**src/rtl/alu_arbiter.sv**
```systemverilog
// ---------------------------------------------------------------------------
// alu_arbiter
//
// Shares one combinational ALU between two requesters. One operation is
// accepted at a time through a valid/ready handshake. The operands are held
// in registers that drive the ALU for one cycle. The ALU result and flags are
// then captured and returned on a single response channel, tagged with the
// id of the requester that issued the operation.
//
// Ports
//   clk, rst                      rising-edge clock, synchronous active-high reset
//   reqN_valid / reqN_ready       request handshake for requester N (0/1)
//   reqN_a, reqN_b                operands (ancho bits)
//   reqN_op                       4-bit ALU control code
//   reqN_flag                     ALU flag-in (operand select / carry-in)
//   resp_valid / resp_ready       response handshake
//   resp_id                       requester that issued the operation
//   resp_result, resp_flags       captured ALU result and flags {N,Z,C,V}
//   alu_a, alu_b, alu_control,    registered drive to the external ALU
//   alu_flagin
//   alu_result, alu_flags         combinational return from the ALU
// ---------------------------------------------------------------------------
module alu_arbiter #(
    parameter int ancho = 4
) (
    input  logic             clk,
    input  logic             rst,

    input  logic             req0_valid,
    output logic             req0_ready,
    input  logic [ancho-1:0] req0_a,
    input  logic [ancho-1:0] req0_b,
    input  logic [3:0]       req0_op,
    input  logic             req0_flag,

    input  logic             req1_valid,
    output logic             req1_ready,
    input  logic [ancho-1:0] req1_a,
    input  logic [ancho-1:0] req1_b,
    input  logic [3:0]       req1_op,
    input  logic             req1_flag,

    output logic             resp_valid,
    input  logic             resp_ready,
    output logic             resp_id,
    output logic [ancho-1:0] resp_result,
    output logic [3:0]       resp_flags,

    output logic [ancho-1:0] alu_a,
    output logic [ancho-1:0] alu_b,
    output logic [3:0]       alu_control,
    output logic             alu_flagin,
    input  logic [ancho-1:0] alu_result,
    input  logic [3:0]       alu_flags
);

    typedef enum logic [1:0] {
        IDLE = 2'd0,
        EXEC = 2'd1,
        RESP = 2'd2
    } state_t;

    state_t           state_q;
    logic             last_q;       // id of the requester served most recently
    logic [ancho-1:0] a_q;
    logic [ancho-1:0] b_q;
    logic [3:0]       op_q;
    logic             flag_q;
    logic             id_q;
    logic [ancho-1:0] result_q;
    logic [3:0]       flags_q;
    logic             resp_id_q;

    // Next-state operand values: the granted requester's fields.
    logic             grant_d;
    logic             accept_d;
    logic [ancho-1:0] a_d;
    logic [ancho-1:0] b_d;
    logic [3:0]       op_d;
    logic             flag_d;

    // Round-robin: on contention the requester not served last wins.
    // With a single valid requester grant simply follows it.
    always_comb begin
        grant_d = 1'b0;
        if (req0_valid && req1_valid) begin
            grant_d = ~last_q;
        end else if (req1_valid) begin
            grant_d = 1'b1;
        end
    end

    // Ready is gated by rst so nothing is accepted during the reset cycle,
    // even though the registered state already reads IDLE.
    assign req0_ready = (state_q == IDLE) && !rst && req0_valid && !grant_d;
    assign req1_ready = (state_q == IDLE) && !rst && req1_valid &&  grant_d;
    assign accept_d   = req0_ready || req1_ready;

    assign a_d    = grant_d ? req1_a    : req0_a;
    assign b_d    = grant_d ? req1_b    : req0_b;
    assign op_d   = grant_d ? req1_op   : req0_op;
    assign flag_d = grant_d ? req1_flag : req0_flag;

    always_ff @(posedge clk) begin
        if (rst) begin
            state_q   <= IDLE;
            last_q    <= 1'b1;
            a_q       <= '0;
            b_q       <= '0;
            op_q      <= '0;
            flag_q    <= 1'b0;
            id_q      <= 1'b0;
            result_q  <= '0;
            flags_q   <= '0;
            resp_id_q <= 1'b0;
        end else begin
            case (state_q)
                IDLE: begin
                    if (accept_d) begin
                        a_q     <= a_d;
                        b_q     <= b_d;
                        op_q    <= op_d;
                        flag_q  <= flag_d;
                        id_q    <= grant_d;
                        last_q  <= grant_d;
                        state_q <= EXEC;
                    end
                end
                EXEC: begin
                    // The ALU has seen the operand registers for a full
                    // cycle; sample its combinational outputs now.
                    result_q  <= alu_result;
                    flags_q   <= alu_flags;
                    resp_id_q <= id_q;
                    state_q   <= RESP;
                end
                RESP: begin
                    if (resp_ready) begin
                        state_q <= IDLE;
                    end
                end
                default: begin
                    state_q <= IDLE;
                end
            endcase
        end
    end

    // ALU drive comes only from registers, so it never follows the
    // request inputs and holds its value outside EXEC.
    assign alu_a       = a_q;
    assign alu_b       = b_q;
    assign alu_control = op_q;
    assign alu_flagin  = flag_q;

    assign resp_valid  = (state_q == RESP);
    assign resp_id     = resp_id_q;
    assign resp_result = result_q;
    assign resp_flags  = flags_q;

endmodule

```
**config.mk**
```make
export PLATFORM = sky130hd
export DESIGN_NAME = alu_arbiter
export DESIGN_NICKNAME = d
export VERILOG_FILES = /design/src/rtl/alu_arbiter.sv
export SDC_FILE = /design/constraint.sdc
export NUM_CORES = 1
export LEC_CHECK = 0
export CORE_ASPECT_RATIO = 0.8
export CORE_MARGIN = 2
export CORE_UTILIZATION = 38
export CTS_CLUSTER_DIAMETER = 150
export DETAILED_ROUTE_END_ITERATION = 8
export PLACE_DENSITY = 0.8
export SLEW_MARGIN = 20
export SYNTH_ARGS = -nofsm -noshare
export SYNTH_HDL_FRONTEND = slang
export SYNTH_SLANG_ARGS = --single-unit
```
**constraint.sdc**
```tcl
create_clock -name clk -period 1.9 [get_ports clk]
set_input_delay 0.57 -clock clk [delete_from_list [all_inputs] [get_ports clk]]
set_output_delay 0.57 -clock clk [all_outputs]
set_load 0.005 [all_outputs]
```
# Word level (Yosys, flattened, before mapping)
# Index checks and enable logic that the tools add are counted.
# totals
ff_bits,26
input_bits,39
elab_cells,36
# classes
mux,9
bitwise_logic,1
reduce_logical,12
n_eq_ne,4
# op_table
op,count
$mux W4,3
$logic_and A1 B1 Y1,6
$pmux W2 S3,1
$mux W2,2
$reduce_and A2 Y1,2
$mux W1,3
$eq A2 B1 Y1 const B,1
$eq A2 B2 Y1 const B,1
$logic_not A1 Y1,2
$logic_not A2 Y1,1
$ne A2 B1 Y1 const B,1
$ne A2 B2 Y1 const B,1
$logic_or A1 B1 Y1,1
$not A1 Y1,1

# Depth between registers and ports, before layout
# Gate-level depths: netlist (run 1).
# logic_depth
word_depth,7
ltp_mapped,6
ltp_nobuf,3

# Worst setup path after synthesis (run 1)
# OpenSTA, ideal clock, no wires.
# synth_timing
path_type,input -> output
start,input port req1_valid
end,output port req0_ready
arrival_time_ps,1219
path_stages,4
slack_ps,111
required_time_ps,1330
n_path_buf,2
cell_sequence,a21boi_2 -> buf_4 -> buf_6 -> and3b_1
# synth_between
elab_chain_len,4
# synth_lines
item,line,rtl
"start, declared",36,"input logic req1_valid,"
$mux W1 or $logic_and A1 B1 Y1 (tied branches),"88, 86",
$mux W1 (*),86,if (req0_valid && req1_valid) begin
$logic_not A1 Y1 (*),95,assign req0_ready = (state_q == IDLE) && !rst && req0_valid && !grant_d;
$logic_and A1 B1 Y1 (*),95,
"end, declared",30,"output logic req0_ready,"
# Every way passes the cells marked *; elsewhere a longest branch is shown, timed or not.

# Worst setup path in the final report (run 1)
# Same ends and word-level chain as after synthesis.

==> run_results.csv, run 1 <==
group,metric,value,unit
clocking,worstSkewPairLatency,0.26,ns
detailed_routing,drt-total-wl,2800,µm
hold_path,hp-class,"flip-flop to flip-flop",
placement,io_buffers,63,
global_routing,grt_max_degree,27,
timing,finalCriticalPeriod,1.84,ns
detailed_routing,drt-initial-drc-count,32,
timing,setup_tns,0,ns
detailed_routing,drt_pass1_iterations,4,
yosys,synth_xor_area_share,0,%
timing,hold_violations,0,
worst_setup_path,cp-end-kind,"output port",
placement,globalplace.congestion,0.712,
layout,diodes,0,
yosys,post-synth-top-area-cell,"dfxtp_1",
yosys,muxShareOfSynthArea,22.1,%
timing,max_freq,0.543,GHz
yosys,syn_inst,120,
worst_setup_path,max_stage_delay,0.20,ns
floorplan,initial_core_util,39.1,%
run,maxCapViolations,0,
detailed_routing,vias,1071,
yosys,netlist.area_leader.share,44.2,%
yosys,syn-cell-area,0.00118,mm²
worst_setup_path,ff2ff_path_depth,4,
layout,drive_gt1_share,12.7,%
floorplan,die-area,0.00357,mm²
clocking,cts_sinks,26,
hold_path,hold_end,"resp_id",
yosys,ys.flop_type,"dfxtp_1",
floorplan,coreArea,0.00302,mm²
clocking,clk_pin_slew,0.08,ns
timing,report.final.slew_viol_count,0,
timing,tightestPinTransition,0.611,ns
layout,area_growth,62.6,%
yosys,ys_async_sr_fraction,0,%
worst_setup_path,crit_arrival,1.27,ns
global_routing,first_global_vias,1077,
clocking,htree_levels,1,
yosys,synth_top_family_by_area,"multiplexers",
placement,placed_area,0.00185,mm²
clocking,cts_hold_buffers,0,
power_and_ir_drop,total_power,1.33,mW
floorplan,boundaryPins,64,
timing,fin_crit_sh,96.9,%
worst_setup_path,r2r_slack,0.46,ns
global_routing,antenna_found_initial,0,
global_routing,gr-total-overflow,0,
run_status,status,"complete, no violations",
power_and_ir_drop,power_density,695,mW/mm²
timing,setup_viol,0,
yosys,synth_area_leaders,"dfxtp_1 (44%), mux2i_1 (22%), nand2b_1 (7.4%)",
placement,dp_slack,-0.568,ns
layout,design_area,0.00192,mm²
power_and_ir_drop,peakVddDrop,463,µV
clocking,numCtsBuffers,3,
floorplan,rows,18,
floorplan,die_w,66.3,µm
yosys,synth.top_cells.by_count,"dfxtp_1 (26), mux2i_1 (26), nand2_1 (20)",
hold_path,whs_path_depth,2,
detailed_routing,routedWlPerCell,12.2,µm
timing,layout_setup_ws,0.0586,ns
worst_setup_path,crit_chain,"buf_2 -> a21boi_2 -> buf_4 -> and3b_1 -> buf_2",
clocking,clock-root-buffer,"clkbuf_8",
clocking,clockBufferDepth,2,
global_routing,track_usage,16.2,%
global_routing,grt_first_pass_wirelength,4400,µm
worst_setup_path,crit_type,"primary input to output port",
yosys,synth-seq-cells,26,
detailed_routing,drc,0,
clocking,cts_tree,"done",
yosys,synth_simple_gate_area_share,20.1,%
layout,fin_util,63.5,%
worst_setup_path,crit_required,1.33,ns
timing,slew_headroom,59.2,%
power_and_ir_drop,cellLeakagePower,0.756,nW
detailed_routing,via_per_inst,4.68,
detailed_routing,antenna_left,0,
yosys,synth_edf_count,0,
yosys,synth_compound_area_share,7.43,%
worst_setup_path,cp_common_cell,"buf_2",
worst_setup_path,crit_path_max_fanout,2,
yosys,syn-num-nets,159,
floorplan,die_y,53.8,µm
yosys,synthAdderAreaFrac,0,%
worst_setup_path,slowest_stage,"and3b_1",
hold_path,hp-start,"id_q",
worst_setup_path,critPathLaunchType,"primary input",
placement,dp_hpwl,2230,µm
timing,finClkSkew,0.00208,ns
yosys,synth_seq_area_share,44.2,%
yosys,yosysWarnings,0,
yosys,ys_types,22,
yosys,synth_area_per_cell,9.82,µm²
layout,nets,229,
layout,nFillCells,254,
worst_setup_path,r2r_start,"state_q[0]",
timing,rsz0062_at_grt,"no",
worst_setup_path,r2r_end,"alu_a[0]",
metal layers:
| layer | share of wire, % | vias up | GRT usage [%] | wire length (µm) |
|---|---|---|---|---|
| li1 | - | 542 | - | - |
| met1 | 38 | 498 | 16.2 | 1070 |
| met2 | 56 | 29 | 33.3 | 1580 |
| met3 | 4.4 | 2 | 4.60 | 123 |
| met4 | 0.68 | 0 | 3.74 | 19 |
| met5 | 0 | - | 0 | 0 |
state kept, by name (all words and copies together) (netlist names):
| name | cells |
|---|---|
| state_q | 2 |
| alu_b | 4 |
| resp_id | 1 |
| last_q | 1 |
| id_q | 1 |
| alu_a | 4 |
| resp_result | 4 |
| resp_flags | 4 |
| alu_control | 4 |
| alu_flagin | 1 |
worst max-delay path, delay by kind of cell:
family	cells	cell delay [ns]
AO/OA/AOI/OAI	1	0.15
buffers and inverters	3	0.35
AND/OR/NAND/NOR	1	0.20
stage by stage:
step / instances / hold WS [ns]
3_5_place_dp: 222 / 0.445
6_report: 229 / 0.458
5_1_grt: 229 / 0.480
3_3_place_gp: 222 / 0.444
2_1_floorplan: 120 / 0.432
4_1_cts: 228 / 0.457
final cells by class:
cell class | instances | area (µm²) | share of cell area, %
tap | 40 | 50.0 | 2.61
sequential | 26 | 520 | 27.2
clock buffer | 4 | 55.1 | 2.87
multi-input combinational | 85 | 592 | 30.9
timing repair buffer | 74 | 699 | 36.5
repair_timing:
| item | CTS | global route |
|---|---|---|
| setup buffers | 2 | 1 |
| endpoints found under the setup margin | 3 | 2 |
| gates resized for setup | 19 | 1 |
| pin swaps | 4 | 2 |
logic make-up (layout without fill, tap and decap cells):
kind of cell	after synthesis	count (layout)
and+or+nand+nor	44	44
muxes	26	26
DFF	26	26
AOI/OAI and AO/OA	15	15
buffers and inverters	9	78
report_power, final:
group / internal, mW / switching (mW) / leakage [nW]
combinational: 0.232 / 0.125 / 0.513
clock: 0.185 / 0.160 / 0.0288
sequential: 0.599 / 0.0307 / 0.214
total: 1.02 / 0.315 / 0.756
layout by cell type (no fill, tap or decap):
cell type        count
clkdlybuf4s50_1     57
mux2i_1             26
dfxtp_1             26
nand2_1             20
nand2b_1            14
a21oi_1             12
buf_4               11
clkbuf_8             4
nor2_1               2
buf_2                2
clkdlybuf4s15_2      2
a21boi_2             1
nor3_4               1
and2_4               1
and3b_1              1
and2b_1              1
nor2b_4              1
nor2b_1              1
or2b_1               1
nor3_1               1
o21bai_1             1
o41ai_1              1
clkbuf_2             1
dlygate4sd2_1        1
worst max path at each step:
stage | startpoint | endpoint | slack [ns]
3_3_place_gp | rst | req0_ready | -0.52
2_1_floorplan | req1_valid | req0_ready | 0.11
6_report | req1_valid | req0_ready | 0.06
4_1_cts | req0_valid | req0_ready | 0.003
3_5_place_dp | rst | req0_ready | -0.57
5_1_grt | rst | req1_ready | 0.008
Note: power is estimated with default switching activity, not from simulation.
==> run 2, diff against run 1 <==
CORE_ASPECT_RATIO = 0.7   (was 0.8)
HOLD_SLACK_MARGIN = 0.1   (was default)
PLACE_DENSITY = 0.79   (was 0.8)
==> run 2 against run 1 <==
Against the previous run: worst hold slack lost 0.00097 ns; clock power grew 2%; largest power group unchanged; non-clock buffer count grew 1; sequential power is essentially flat; critical path type unchanged; critical endpoint unchanged; die area grew 0.12%; power grew 0.76%.
==> run_results.csv, run 2 (synthesis results as in run 1) <==
group,metric,value,unit
run_status,status,"complete, no violations",
power_and_ir_drop,netSwitchingPower,0.324,mW
detailed_routing,antenna_left,0,
layout,area_growth,61.9,%
floorplan,die_w,70.6,µm
worst_setup_path,path_delay_family,"buffers and inverters",
power_and_ir_drop,power_density,703,mW/mm²
timing,setup_viol,0,
layout,drive_gt1_share,12.6,%
layout,design_area,0.00191,mm²
detailed_routing,drt-initial-drc-count,63,
power_and_ir_drop,peakVddDrop,400,µV
power_and_ir_drop,clockPowerShare,26.3,%
hold_path,hp-start,"resp_result[0]",
worst_setup_path,crit_chain,"dlygate4sd2_1 -> a21boi_2 -> and3b_1 -> buf_2",
power_and_ir_drop,cellLeakagePower,0.763,nW
run,maxCapViolations,0,
placement,globalplace.congestion,0.715,
placement,io_buffers,63,
worst_setup_path,ff2ff_path_depth,5,
hold_path,hp-class,"flip-flop to flip-flop",
timing,finClkSkew,0.00747,ns
global_routing,antenna_found_initial,0,
floorplan,initial_core_util,40.9,%
timing,max_freq,0.542,GHz
power_and_ir_drop,power_switching_share,24.2,%
clocking,htree_levels,1,
worst_setup_path,crit_arrival,1.27,ns
floorplan,die-area,0.00357,mm²
timing,layout_setup_ws,0.0559,ns
power_and_ir_drop,combPwrFrac,26.6,%
layout,layout_commonest_cell,"clkdlybuf4s50_1",
worst_setup_path,cp.depth,4,
floorplan,rows,16,
timing,whs,0.457,ns
layout,nets,230,
timing,setup_tns,0,ns
detailed_routing,drt_pass1_iterations,4,
worst_setup_path,worst-path-buf-inv,2,
timing,hold_violations,0,
floorplan,die_y,50.6,µm
worst_setup_path,critPathLaunchType,"primary input",
clocking,clk_pin_slew,0.08,ns
worst_setup_path,max_stage_delay,0.25,ns
global_routing,grt_first_pass_wirelength,4910,µm
hold_path,whs_path_depth,2,
global_routing,first_global_vias,1095,
floorplan,coreArea,0.00288,mm²
timing,tightestPinTransition,0.615,ns
timing,slew_headroom,58.9,%
clocking,worstSkewPairLatency,0.27,ns
detailed_routing,drc,0,
global_routing,gr-total-overflow,0,
floorplan,boundaryPins,64,
power_and_ir_drop,seq_power_share,47.1,%
detailed_routing,via_per_inst,4.73,
clocking,cts_tree,"done",
worst_setup_path,slowest_stage,"dlygate4sd2_1",
layout,diodes,0,
detailed_routing,drt-total-wl,2930,µm
timing,finalCriticalPeriod,1.84,ns
layout,final_cell_mix,"clkdlybuf4s50_1 (57), mux2i_1 (26), dfxtp_1 (25)",
placement,dp_slack,-0.550,ns
detailed_routing,vias,1068,
global_routing,grt_max_degree,27,
clocking,cts_hold_buffers,0,
power_and_ir_drop,total_power,1.34,mW
clocking,clock-root-buffer,"clkbuf_8",
worst_setup_path,cp-end-kind,"output port",
clocking,clockBufferDepth,2,
power_and_ir_drop,p_int,1.02,mW
worst_setup_path,crit_required,1.33,ns
placement,placed_area,0.00184,mm²
worst_setup_path,startpoint,"req0_valid",
timing,fin_crit_sh,97.1,%
detailed_routing,routedWlPerCell,12.9,µm
global_routing,track_usage,17.1,%
placement,dp_hpwl,2230,µm
worst_setup_path,r2r_start,"state_q[0]",
worst_setup_path,crit_path_max_fanout,3,
worst_setup_path,crit_type,"primary input to output port",
clocking,cts_sinks,26,
clocking,numCtsBuffers,3,
timing,rsz0062_at_grt,"no",
timing,report.final.slew_viol_count,0,
## run 2: per-layer routing
layer / wire length [µm] / share of wire [%] / track usage [%] / vias to the layer above
met5: 0 / 0 / 0 / -
met4: 31 / 1.1 / 4.40 / 0
met3: 138 / 4.7 / 3.82 / 4
met2: 1450 / 50 / 31.3 / 29
met1: 1310 / 45 / 20.3 / 492
li1: - / - / - / 543
## run 2: power groups by stage
stage | logic (mW) | registers (mW) | clock network (mW)
final | 0.357 | 0.631 | 0.353
after global routing | 0.386 | 0.638 | 0.388
after CTS | 0.361 | 0.632 | 0.361
after detailed placement | 0.354 | 0.642 | 0
after global placement | 0.347 | 0.639 | 0
after floorplan | 0.151 | 0.646 | 0
## run 2: layout make-up
| cell class | instances | area [µm²] |
|---|---|---|
| multi-input combinational | 85 | 584 |
| fill | 241 | 975 |
| timing repair buffer | 75 | 702 |
| tap | 36 | 45.0 |
| sequential | 26 | 522 |
| clock buffer | 4 | 55.1 |
## run 2: worst min-delay path, stage by stage (launching register included)
cell and delay [ns]:
dfxtp_1 0.31, nand2_1 0.05, a21oi_1 0.05
## run 2: metrics by stage
stage	std cells	utilization [%]
floorplan	120	-
global placement	218	63.8
detailed placement	218	63.8
CTS	226	66.2
global route	226	66.2
finish	226	66.2
## run 2: what timing repair did
action	CTS	global route
pin swaps	2	1
setup endpoints to repair	3	1
setup buffers	4	0
gates resized for setup	16	0
## run 2: path summary, 6_finish.rpt
| kind | slack, ns | end |
|---|---|---|
| setup / recovery | 0.06 | req0_ready |
| hold / removal | 0.46 | resp_result[0] |
| setup reg to reg | 0.35 | alu_b[0] |
| hold reg to reg | 0.46 | resp_result[0] |
==> run 3, diff against run 2 <==
--- a/config.mk
+++ b/config.mk
@@ -12,3 +12,3 @@
 export DETAILED_ROUTE_END_ITERATION = 8
-export HOLD_SLACK_MARGIN = 0.1
+export HOLD_SLACK_MARGIN = 0.06
 export PLACE_DENSITY = 0.79
==> constraint.sdc (replaced) <==
create_clock -name clk -period 2.05 [get_ports clk]
set_input_delay 0.205 -clock clk [delete_from_list [all_inputs] [get_ports clk]]
set_output_delay 0.205 -clock clk [all_outputs]
set_load 0.005 [all_outputs]
==> run 3 against run 2 <==
Against the previous run: clock power decreased by 7.6%; global-route usage decreased by 0.67 points; sequential share of layout area increased by 0.78 points; critical path depth decreased by 1; critical path type is now flip-flop to output port; largest cell class unchanged; largest power group unchanged.
==> run_results.csv, run 3 (synthesis results as in run 1) <==
group,metric,value,unit
timing,hold_violations,0,
worst_setup_path,cp-end-kind,"output port",
timing,finalCriticalPeriod,1.80,ns
placement,dp_hpwl,2100,µm
layout,multiInputGateArea,584,µm²
worst_setup_path,crit_arrival,1.60,ns
global_routing,track_usage,16.4,%
global_routing,met1_usage,19.2,%
run,maxCapViolations,0,
detailed_routing,routedWlPerCell,12.9,µm
hold_path,hp-class,"flip-flop to flip-flop",
worst_setup_path,crit_chain,"nor3_2 -> and3b_1 -> clkdlybuf4s50_1",
layout,final_cell_mix,"clkdlybuf4s50_1 (63), mux2i_1 (26), dfxtp_1 (26)",
global_routing,first_global_vias,1068,
timing,setup_viol,0,
placement,globalplace.congestion,0.729,
clocking,clockBufferDepth,2,
clocking,cts_hold_buffers,0,
timing,layout_setup_ws,0.249,ns
worst_setup_path,max_stage_delay,0.49,ns
worst_setup_path,startpoint,"state_q[0]",
worst_setup_path,critPathLaunchType,"flip-flop",
placement,io_buffers,63,
worst_setup_path,slowest_stage,"clkdlybuf4s50_1",
timing,whs,0.457,ns
worst_setup_path,r2r_start,"state_q[0]",
floorplan,initial_core_util,40.9,%
floorplan,die_y,50.6,µm
timing,fin_crit_sh,87.9,%
clocking,htree_levels,1,
worst_setup_path,crit_required,1.85,ns
timing,finClkSkew,0.00240,ns
clocking,cts_sinks,26,
timing,setup_tns,0,ns
power_and_ir_drop,power_switching_share,24.0,%
global_routing,busiest_layer,"met2",
run_status,status,"complete, no violations",
hold_path,hp-start,"resp_result[1]",
layout,nets,220,
timing,rsz0062_at_grt,"no",
power_and_ir_drop,seq_power_share,47.9,%
power_and_ir_drop,peakVddDrop,362,µV
detailed_routing,drt-initial-drc-count,40,
detailed_routing,via_per_inst,4.70,
timing,max_freq,0.555,GHz
timing,slew_headroom,59.7,%
layout,drive_gt1_share,5.56,%
clocking,post_cts_buffers,0,
clocking,clk_pin_slew,0.09,ns
detailed_routing,drt-total-wl,2790,µm
global_routing,use_met2,29.6,%
detailed_routing,vias,1016,
worst_setup_path,crit_path_max_fanout,7,
floorplan,coreArea,0.00288,mm²
floorplan,boundaryPins,64,
global_routing,grt_first_pass_wirelength,4710,µm
layout,area_growth,57.0,%
clocking,ctsResizeCount,0,
placement,dp_slack,0.277,ns
global_routing,grtUsageMet3,4.62,%
clocking,worstSkewPairLatency,0.27,ns
timing,tightestPinTransition,0.603,ns
global_routing,gr-total-overflow,0,
detailed_routing,drt_pass1_iterations,4,
floorplan,die-area,0.00357,mm²
power_and_ir_drop,cellLeakagePower,0.702,nW
power_and_ir_drop,clockPowerShare,26.6,%
timing,report.final.slew_viol_count,0,
global_routing,grt_max_degree,27,
layout,regArea,520,µm²
worst_setup_path,crit_type,"flip-flop to output port",
clocking,numCtsBuffers,3,
power_and_ir_drop,combPwrFrac,25.5,%
layout,diodes,0,
power_and_ir_drop,p_int,0.930,mW
power_and_ir_drop,power_density,661,mW/mm²
global_routing,antenna_found_initial,0,
floorplan,rows,16,
clocking,clock-root-buffer,"clkbuf_8",
power_and_ir_drop,netSwitchingPower,0.294,mW
layout,layout_commonest_cell,"clkdlybuf4s50_1",
detailed_routing,antenna_left,0,
clocking,cts_tree,"done",
layout,nFillCells,238,
detailed_routing,drc,0,
floorplan,die_w,70.6,µm
## run 3: cell type report
| type | instances | area share (%) |
|---|---|---|
| timing repair buffer | 65 | 34.9 |
| multi-input combinational | 85 | 31.6 |
| sequential | 26 | 28.1 |
| clock buffer | 4 | 2.97 |
| tap | 36 | 2.43 |
## run 3: final timing paths
path,end,slack [ns],cells past startpoint
max,req0_ready,0.25,3
min,resp_result[1],0.46,2
max reg2reg,alu_b[1],0.57,3
min reg2reg,resp_result[1],0.46,2
## run 3: per-layer routing
layer | wire length, µm | part of all wire (%) | vias to the layer above
li1 | - | - | 519
met1 | 1190 | 43 | 461
met2 | 1410 | 50 | 32
met3 | 159 | 5.7 | 4
met4 | 31 | 1.1 | 0
met5 | 0 | 0 | -
## run 3: through the flow
stage	instance area (µm²)	total power [mW]	instances	utilization, %
global placement	1800	0.903	212	62.3
floorplan	1180	0.738	120	-
CTS	1850	1.24	216	64.2
finish	1850	1.22	216	64.2
detailed placement	1800	0.912	212	62.3
global route	1850	1.29	216	64.2
## run 3: power by group through the flow
stage                     clock [mW]  sequential (mW)  combinational, mW
after floorplan                    0            0.598              0.140
after global placement             0            0.595              0.308
after detailed placement           0            0.597              0.314
after CTS                      0.334            0.587              0.316
after global routing           0.360            0.594              0.341
final                          0.326            0.586              0.312
## run 3: worst max-delay path: cells and delay by family, from the launching register on
kind	cells	cell delay [ns]
buf+inv	1	0.49
flops	1	0.38
simple gates	2	0.46
